<file path="src/rtl/lfsr_rand_gen.sv">
// rtl/lfsr_rand_gen.sv - on-request LFSR random generator with rejection sampling and lockup recovery
module lfsr_rand_gen #(
    parameter int                WIDTH        = 6,
    parameter logic [WIDTH-1:0]  TAPS         = 6'b000011,
    parameter logic [WIDTH-1:0]  DEFAULT_SEED = 6'b000001,
    parameter int                STEPS        = 1,
    parameter longint unsigned   LIMIT        = 64
) (
    input  logic             clock,
    input  logic             reset,
    input  logic             load,
    input  logic [WIDTH-1:0] seed,
    input  logic             req,
    input  logic             free_run,
    output logic [WIDTH-1:0] out,
    output logic             valid,
    output logic             busy,
    output logic             lockup_err
);

    localparam int CW = $clog2(STEPS + 1);
    localparam logic [WIDTH:0] LIMIT_W = (WIDTH + 1)'(LIMIT);
    localparam logic [CW-1:0] STEPS_W = CW'(STEPS);

    // Parameter sanity: a bad combination could make a draw never terminate.
    if (WIDTH < 2 || WIDTH > 32) begin : g_bad_width
        $error("lfsr_rand_gen: WIDTH must be 2..32");
    end
    if (STEPS < 1) begin : g_bad_steps
        $error("lfsr_rand_gen: STEPS must be >= 1");
    end
    if (LIMIT < 2 || LIMIT > (64'd1 << WIDTH)) begin : g_bad_limit
        $error("lfsr_rand_gen: LIMIT must be 2..2^WIDTH");
    end
    if (TAPS == '0) begin : g_bad_taps
        $error("lfsr_rand_gen: TAPS must be nonzero");
    end
    if (DEFAULT_SEED == '0) begin : g_bad_seed
        $error("lfsr_rand_gen: DEFAULT_SEED must be nonzero");
    end
    if (longint'(DEFAULT_SEED) >= LIMIT) begin : g_bad_seed_limit
        $error("lfsr_rand_gen: DEFAULT_SEED must be below LIMIT");
    end

    typedef enum logic {IDLE, STEP} fsm_t;

    fsm_t             fsm_q, fsm_d;
    logic [WIDTH-1:0] state_q, state_d;
    logic [WIDTH-1:0] out_d;
    logic             valid_d;
    logic             lockup_d;
    logic [CW-1:0]    cnt_q, cnt_d;

    logic             fb;
    logic [WIDTH-1:0] raw_next;
    logic             raw_zero;
    logic [WIDTH-1:0] nxt;
    logic             accept;
    logic             last_step;

    // One LFSR step from the current state, with all-zero replaced by the default seed.
    always_comb begin
        fb        = ^(state_q & TAPS);
        raw_next  = {fb, state_q[WIDTH-1:1]};
        raw_zero  = (raw_next == '0);
        nxt       = raw_zero ? DEFAULT_SEED : raw_next;
        accept    = ({1'b0, nxt} < LIMIT_W);
        last_step = (cnt_q <= CW'(1));
    end

    // FSM state register.
    always_ff @(posedge clock or posedge reset) begin
        if (reset) begin
            fsm_q <= IDLE;
        end else begin
            fsm_q <= fsm_d;
        end
    end

    // FSM next state: load aborts anything, a draw ends only on an accepted value.
    always_comb begin
        fsm_d = fsm_q;
        case (fsm_q)
            IDLE: begin
                if (!load && req) begin
                    fsm_d = STEP;
                end
            end
            STEP: begin
                if (load) begin
                    fsm_d = IDLE;
                end else if (last_step && accept) begin
                    fsm_d = IDLE;
                end
            end
            default: fsm_d = IDLE;
        endcase
    end

    // FSM outputs: busy is simply "a draw is in flight".
    always_comb begin
        busy = (fsm_q == STEP);
    end

    // Datapath next values: LFSR state, step counter, result and sticky lockup flag.
    always_comb begin
        state_d  = state_q;
        cnt_d    = cnt_q;
        out_d    = out;
        valid_d  = 1'b0;
        lockup_d = lockup_err;
        if (load) begin
            state_d = (seed == '0) ? DEFAULT_SEED : seed;
            cnt_d   = '0;
        end else begin
            case (fsm_q)
                IDLE: begin
                    if (req) begin
                        cnt_d = STEPS_W;
                    end else if (free_run) begin
                        state_d  = nxt;
                        lockup_d = lockup_err | raw_zero;
                    end
                end
                STEP: begin
                    state_d  = nxt;
                    lockup_d = lockup_err | raw_zero;
                    cnt_d    = (cnt_q == '0) ? '0 : cnt_q - CW'(1);
                    if (last_step && accept) begin
                        out_d   = nxt;
                        valid_d = 1'b1;
                    end
                end
                default: ;
            endcase
        end
    end

    // Datapath registers.
    always_ff @(posedge clock or posedge reset) begin
        if (reset) begin
            state_q    <= DEFAULT_SEED;
            cnt_q      <= '0;
            out        <= '0;
            valid      <= 1'b0;
            lockup_err <= 1'b0;
        end else begin
            state_q    <= state_d;
            cnt_q      <= cnt_d;
            out        <= out_d;
            valid      <= valid_d;
            lockup_err <= lockup_d;
        end
    end

endmodule

</file>
<file path="config.mk">
export PLATFORM = sky130hd
export DESIGN_NAME = lfsr_rand_gen
export DESIGN_NICKNAME = d
export VERILOG_FILES = /design/src/rtl/lfsr_rand_gen.sv
export SDC_FILE = /design/constraint.sdc
export NUM_CORES = 1
export LEC_CHECK = 0
export BUFFER_PORTS_ARGS = -buffer_cell sky130_fd_sc_hd__buf_2
export CAP_MARGIN = 10
export CORE_MARGIN = 2
export CORE_UTILIZATION = 43
export CTS_CLUSTER_DIAMETER = 50
export DETAILED_ROUTE_END_ITERATION = 12
export GPL_TIMING_DRIVEN = 0
export PLACE_DENSITY = 0.81
export SYNTH_ARGS = -nofsm -noshare
export SYNTH_HDL_FRONTEND = slang
export SYNTH_SLANG_ARGS = --single-unit
</file>
<file path="constraint.sdc">
create_clock -name clock -period 1.5 [get_ports clock]
set_clock_uncertainty 0.15 [all_clocks]
set_input_delay 0.075 -clock clock [delete_from_list [all_inputs] [get_ports clock]]
set_output_delay 0.075 -clock clock [all_outputs]
set_load 0.02 [all_outputs]
</file>
# Word-level counts from Yosys, hierarchy flattened
# Index checks and enable logic that the tools add are counted.
# totals
in_bits,11
output_inout_bits,9
wordCells,44
reg_bits,16
# classes
bitwise_logic,3
reduce_logical,8
n_eq_ne,5
n_addsub,1
n_mux,20
order_cmp,1
# ops
op,n
$mux W6,5
$logic_not A6 Y1,2
$pmux W6 S2,1
$mux W1,11
$ne A3 B3 Y1 const B,3
$pmux W1 S2,3
$reduce_and A3 Y1,2
$reduce_xor A6 Y1,1
$ne A2 B2 Y1 const B,2
$not A1 Y1,2
$reduce_and A2 Y1,1
$le A1 B1 Y1 const B,1
$logic_and A1 B1 Y1,1
$logic_not A1 Y1,1
$or A1 B1 Y1,1
$sub A1 B1 Y1 const B,1

# Depth between registers and ports, before layout
# Gate-level depths: netlist of run 1.
# depth
word_depth,7
ltp_mapped,4

# Worst setup path before layout of run 1
# Ideal clock, no wire load.
# synth_timing
kind,register -> register
from,register state_q[4]
to,register state_q[0]
period_less_slack_ns,1.515
setup_time_ns,0.086
setup_slack_ns,-0.015
arrival_ns,1.279
path_buffers,0
required_time_ns,1.264
stages_incl_launch_ff,5
path_cell_list,dfrtp_1 > or4_4 > nor2_4 > nor3_2 > o31ai_2
# synth_between
elab_chain_len,6
# synth_rtl
element,line,source
start: declaration,48,"logic [WIDTH-1:0] state_q, state_d;"
start signal: assignment,148,state_q <= state_d;
$logic_not A6 Y1 (*),65,raw_zero = (raw_next == '0);
$mux W6 (*),66,nxt = raw_zero ? DEFAULT_SEED : raw_next;
$mux W6,120,end else if (free_run) begin
$mux W6,118,if (req) begin
$pmux W6 S2 (*),116,case (fsm_q)
$mux W6 (*),112,if (load) begin
# Every way passes the cells marked *; elsewhere a longest branch is shown, timed or not. The select of a mux whose other input is x is not followed.
# A chain may end at the register's enable or synchronous reset.

# Worst setup path in the final report of run 1
# layout_timing
from,register state_q[3]
to,register state_q[0]
# The elaborated chain is that of the path after synthesis.

==> summary.md, run 1 <==
| Metric | Value |
|---|---|
| Status | finished clean |
| CP Cell Sequence | or4_4, nor2_4, nor3_2, o31ai_2 |
| DR iter-0 viols | 15 |
| Pwr Density | 1100 nW/um^2 |
| RSZ-0062 raised after global routing | true |
| Mapped Cells | 60 |
| Diode count | 0 |
| Port Buffer Count | 19 |
| Final Cell Area | 976 sq um |
| Synth warn | 0 |
| Vias in the first global route | 566 |
| Latest clock arrival within the worst-skew pair | 280 ps |
| CP delay by family, top | simple AND/OR/NAND/NOR gates |
| Clock slew at reported path FFs | 80 ps |
| Nets@finish | 112 |
| Die Area | 1920 sq um |
| Area of the multi-input gates | 280 sq um |
| Area grow syn2layout | 43.4% |
| Hold slack | 99.3 ps |
| Total gr overflow | 0 |
| Worst hold path type | input port to register |
| Final-report setup violation count | 0 |
| Seq cells post-synth | 15 |
| Commonest non-fill, non-tap cell in the layout | buf_2 |
| Slowest cell on crit path | or4_4 |
| Starting Density | 45.7% |
| Top-Level Pins | 20 |
| Total GRT Usage | 16.8% |
| Max-cap violations | 0 |
| Placement-stage cell area | 796 sq um |
| Buf+Inv Stages, Crit Path | 0 |
| Die X | 43.8 um |
| Unique cell type count in the Yosys netlist | 22 |
| Slew Limit Fails | 0 |
| DRC | 0 |
| Placed Cells | 95 |
| Slew HR | 63.6% |
| Layout fillers | 118 |
| Fraction of layout instances using a drive strength above 1 | 44.0% |
| Vias | 571 |
| Max Fanout on Critical Path | 3 |
| Maximum clock insertion buffer count | 2 |
| Cell taking the most area after synthesis | dfrtp_1 |
| # H-tree levels | 1 |
| Pre-Repair DR Iteration Count | 4 |
| CTS buffer count | 3 |
| Final HPWL DP | 927 um |
| Largest net degree at the start of global routing | 16 |
| Setup tns final | 0 ps |
| Fin crit share | 100% |
| Endpoint class of the critical path | register |
| Core footprint | 1490 sq um |
| Commonest cells after routing, fill and taps aside | 20 x buf_2, 14 x dfrtp_1, 9 x buf_4, 9 x dlygate4sd3_1, 8 x nand2_1 |
| Final RePlAce weighted congestion | 0.798 |
| Initial antenna violation count | 0 |
| Top cell type's share of synthesized area | 51.5% |
| R2r setup slk | 0.6 ps |
| Post-synthesis sequential area ratio | 55.3% |
| Final hold vios | 0 |
| Tot Pwr | 1.08 mW |
| Global-route wire length before repair | 2.29 mm |
| TritonCTS clock tree | yes |
| Sequential cell area | 377 sq um |
| Routed Antenna Nets | 0 |
| Worst-Margin Slew | 545 ps |
| Non-filler cells, final | 116 |
| Worst Path Arrival | 1550 ps |
| Slowest cell delay on critical path | 530 ps |
| Wire per inst | 12.5 um |
| Synth area leaders | dfrtp_1 51%, mux2_2 6.6%, mux2i_1 5.9%, o21ai_0 5.9%, nand2_1 4.4% |
| WS Path Type | register to register |
| Max frequency | 0.667 GHz |
| CTS sink cnt | 15 |
| Post-layout minimum cycle time | 1500 ps |
| Critical path required time | 1550 ps |
| Row count | 14 |
| Die Ht | 43.8 um |
| Syn_nets | 71 |
| Via/cell ratio | 4.92 |
| Synthesized area | 681 sq um |
| Crit path launch type | register |
| VDD IR max | 678 uV |
| Synth Area per Inst | 11.3 sq um |
| Root Buffer | clkbuf_4 |
| Final WL | 1.45 mm |
| Lkg Pwr | 0.498 nW |
-- state kept, by name, summed over array words and instances (netlist names) --
signal,flops
out,6
valid,1
busy,1
state_q,6
lockup_err,1
-- layout make-up --
type / count / share of cell area (%)
buffer: 2 / 1.28
clock buffer: 4 / 2.69
inverter: 4 / 1.54
multi-input combinational: 39 / 28.7
sequential: 15 / 38.6
tap: 16 / 2.05
timing repair buffer: 36 / 25.1
-- routing by layer --
metal  GRT usage (%)  share of wire, %  vias up
met5               0                 0        -
met4            7.27               2.0        0
met2            30.3                53       16
met1            18.8                41      266
li1                -                 -      285
met3            3.75               4.4        4
-- synthesized netlist by cell type --
master / n
dfrtp_1: 14
nand2_1: 8
o21ai_0: 8
inv_1: 4
mux2_2: 4
mux2i_1: 4
nor2_1: 2
nor3_1: 2
a21o_2: 1
a21oi_4: 1
buf_2: 1
buf_4: 1
dfstp_2: 1
nand2b_1: 1
nor2_4: 1
nor2b_1: 1
nor3_2: 1
o21ai_1: 1
o31ai_2: 1
or4_1: 1
or4_4: 1
xnor2_1: 1
-- cells by family after synthesis --
logic type,count (synthesis),synth area share [%]
xor gates and xnor gates,1,1.29
muxes,8,12.5
and+or+nand+nor,18,14.7
buffers and inverters,6,4.04
DFF,15,55.3
AOI/OAI and AO/OA,12,12.1
-- stage by stage --
step,utilization (%),worst slack (ps)
after floorplan,-,-15.4
after global placement,53.4,-56.6
after detailed placement,53.4,-78.7
after CTS,62.8,-22.9
after global routing,65.5,-36.9
final,65.5,0.570
-- tightest hold or removal path, stage by stage --
cell and delay [ps]:
buf_2 80, or4_1 100, nor2_1 50, o21ai_2 160, o31ai_2 60
-- worst paths after layout --
path                            cells past startpoint                   start                endpoint
worst max register to register                      4  state_q[3]$_DFFE_PP0P_  state_q[0]$_DFFE_PP1P_
worst max-delay path                                4  state_q[3]$_DFFE_PP0P_  state_q[0]$_DFFE_PP1P_
worst min register to register                      1  lockup_err$_DFFE_PP0P_  lockup_err$_DFFE_PP0P_
min in group asynchronous                           3                   reset      out[5]$_DFFE_PP0P_
worst min-delay path                                5                 seed[2]  state_q[0]$_DFFE_PP1P_
max in group asynchronous                           3                   reset  state_q[0]$_DFFE_PP1P_
-- where the power goes --
group	switching (mW)	internal (mW)	total, mW
clock	0.120	0.103	0.223
sequential	0.0445	0.479	0.524
combinational	0.171	0.159	0.330
total	0.336	0.741	1.08
-- what timing repair did --
action                     4_1_cts  5_1_grt
pin swaps                        4        1
hold endpoints to repair        21        0
resized for setup                0        2
hold buffers                     9        0
gates cloned                     0        0
setup endpoints to repair        1        4
buffers inserted                 3        5
Power figures use the tool's default switching activity.
==> run 2, diff against run 1 <==
Settings changed: REMOVE_ABC_BUFFERS from default to 1.
==> run 2 against run 1 <==
The run now ends with setup timing left. Sequential share of layout area fell by 2.1 points. Global-route usage rose by 2.3 points. Setup slack got worse by 3.2 ps. Sequential power barely moved. Via count rose by 3.3%. Fmax fell by 0.21%. Largest cell class unchanged. Cell count rose by 4.3%. First-iteration DRC count fell by 73%. Count of clock-buffer cells in the layout fell by 1.
==> summary.md, run 2 (synthesized netlist as in run 1, its figures left out) <==
| Metric | Value |
|---|---|
| Status | finished with violations |
| Failing checks | setup timing |
| DRC | 0 |
| Worst hold path type | input port to register |
| Nets@finish | 117 |
| Vias | 590 |
| Final Cell Area | 1030 sq um |
| Worst-Margin Slew | 536 ps |
| Pre-CTS setup slack | -97.7 ps |
| Critical path required time | 1560 ps |
| VDD IR max | 599 uV |
| CTS buffer count | 3 |
| Non-filler cells, final | 121 |
| Die Area | 1920 sq um |
| Final WL | 1.55 mm |
| Pre-Repair DR Iteration Count | 2 |
| Initial antenna violation count | 0 |
| Clock slew at reported path FFs | 90 ps |
| # H-tree levels | 1 |
| Diode count | 0 |
| Hold path depth | 3 |
| Switching pwr | 0.352 mW |
| Max-cap violations | 0 |
| Die Ht | 43.8 um |
| Final RePlAce weighted congestion | 0.729 |
| Hold slack | 132 ps |
| Total GRT Usage | 19.2% |
| Worst Path Arrival | 1560 ps |
| CTS sink cnt | 15 |
| Critical R2R Launch | state_q[3]$_DFFE_PP0P_ |
| Total gr overflow | 0 |
| Setup WS post-layout | -2.63 ps |
| TritonCTS clock tree | yes |
| Top-Level Pins | 20 |
| Final-report setup violation count | 1 |
| Worst Reg-to-Reg Cells | 4 |
| Starting Density | 45.7% |
| Latest clock arrival within the worst-skew pair | 290 ps |
| Fin crit share | 100% |
| Worst Setup EP | state_q[0]$_DFFE_PP1P_ |
| RSZ-0062 raised after global routing | true |
| Placement-stage cell area | 783 sq um |
| Routed Antenna Nets | 0 |
| R2r setup slk | -3 ps |
| Final hold vios | 0 |
| Area grow syn2layout | 51.5% |
| Sw Share | 32.1% |
| WS Path Type | register to register |
| Via/cell ratio | 4.88 |
| Seq pwr share | 47.9% |
| Slew Limit Fails | 0 |
| Port Buffer Count | 19 |
| Maximum clock insertion buffer count | 2 |
| Int Pwr | 0.745 mW |
| Slew HR | 64.2% |
| Fraction of layout instances using a drive strength above 1 | 40.0% |
| Commonest cells after routing, fill and taps aside | 19 x buf_2, 16 x dlygate4sd3_1, 14 x dfrtp_1 |
| Endpoint class of the critical path | register |
| FF-to-FF End | state_q[0]$_DFFE_PP1P_ |
| Max Fanout on Critical Path | 3 |
| Post-layout util | 69.2% |
| Global-route wire length before repair | 2.57 mm |
| Clock power share | 20.8% |
| Comb pwr share | 31.3% |
| Commonest non-fill, non-tap cell in the layout | buf_2 |
| Largest net degree at the start of global routing | 16 |
| Post-layout minimum cycle time | 1500 ps |
| Placed Cells | 93 |
| DR iter-0 viols | 4 |
| Max frequency | 0.666 GHz |
| Crit path launch type | register |
| Pwr Density | 1060 nW/um^2 |
| Crit path from | state_q[3]$_DFFE_PP0P_ |
| Root Buffer | clkbuf_4 |
| Lkg Pwr | 0.517 nW |
| Row count | 14 |
| Core footprint | 1490 sq um |
| Biggest regs | out x6, state_q x6 |
| Die X | 43.8 um |
| Layout fillers | 107 |
| Vias in the first global route | 610 |
| Final HPWL DP | 879 um |
| Wire per inst | 12.8 um |
[run 2: cell types whose count changed in the layout (fill, tap and decap cells not counted)]
cell           change
dlygate4sd3_1      +7
buf_2              -1
buf_4              -1
clkbuf_1           -1
clkinv_2           +1
o21ai_1            +1
o21ai_2            -1
[run 2: worst min-delay path by stage]
stage	start	endpoint
after floorplan	reset	busy$_DFF_PP0_
after global placement	reset	valid$_DFF_PP0_
after detailed placement	reset	out[4]$_DFFE_PP0P_
after CTS	free_run	state_q[0]$_DFFE_PP1P_
after global routing	load	lockup_err$_DFFE_PP0P_
final	load	lockup_err$_DFFE_PP0P_
[run 2: routing by layer]
| metal | vias up | share of wire, % | track usage [%] |
|---|---|---|---|
| met3 | 5 | 3.7 | 2.50 |
| li1 | 292 | - | - |
| met1 | 277 | 41 | 20.9 |
| met5 | - | 0 | 0 |
| met4 | 0 | 3.0 | 12.7 |
| met2 | 16 | 52 | 34.1 |
[run 2: area by class of cell]
class,count,area [sq um],share of cell area (%)
Clock buffer,3,22.5,2.18
Clock inverter,1,5.00,0.485
Inverter,4,15.0,1.46
Multi-Input combinational cell,39,277,26.8
Sequential cell,15,377,36.5
Tap cell,16,20.0,1.94
Timing Repair Buffer,43,315,30.6
[run 2: worst max-delay path, cell delays in order, from the launching register on]
cell     delay (ps)
dfrtp_1         400
or4_4           530
nor2_4          120
nor3_2           50
o31ai_2         170
[run 2: timing repair]
item | CTS | global route
gates resized for setup | 0 | 1
setup buffers | 4 | 4
endpoints found under the setup margin | 1 | 4
hold buffers | 16 | 0
endpoints found under the hold margin | 21 | 0
pin swaps | 4 | 1
[run 2: power groups by stage]
stage          registers [mW]  logic, mW  clock network, mW
4_1_cts                 0.525      0.330              0.236
5_1_grt                 0.536      0.374              0.256
6_report                0.526      0.343              0.228
3_5_place_dp            0.538      0.277                  0
2_1_floorplan           0.599      0.113                  0
3_3_place_gp            0.532      0.268                  0
[run 2: per-stage QoR]
stage	setup TNS, ps	power (mW)
2_1_floorplan	-15.4	0.712
3_3_place_gp	-59.3	0.800
3_5_place_dp	-97.7	0.815
4_1_cts	-17.5	1.09
5_1_grt	-107	1.17
6_report	-2.63	1.10
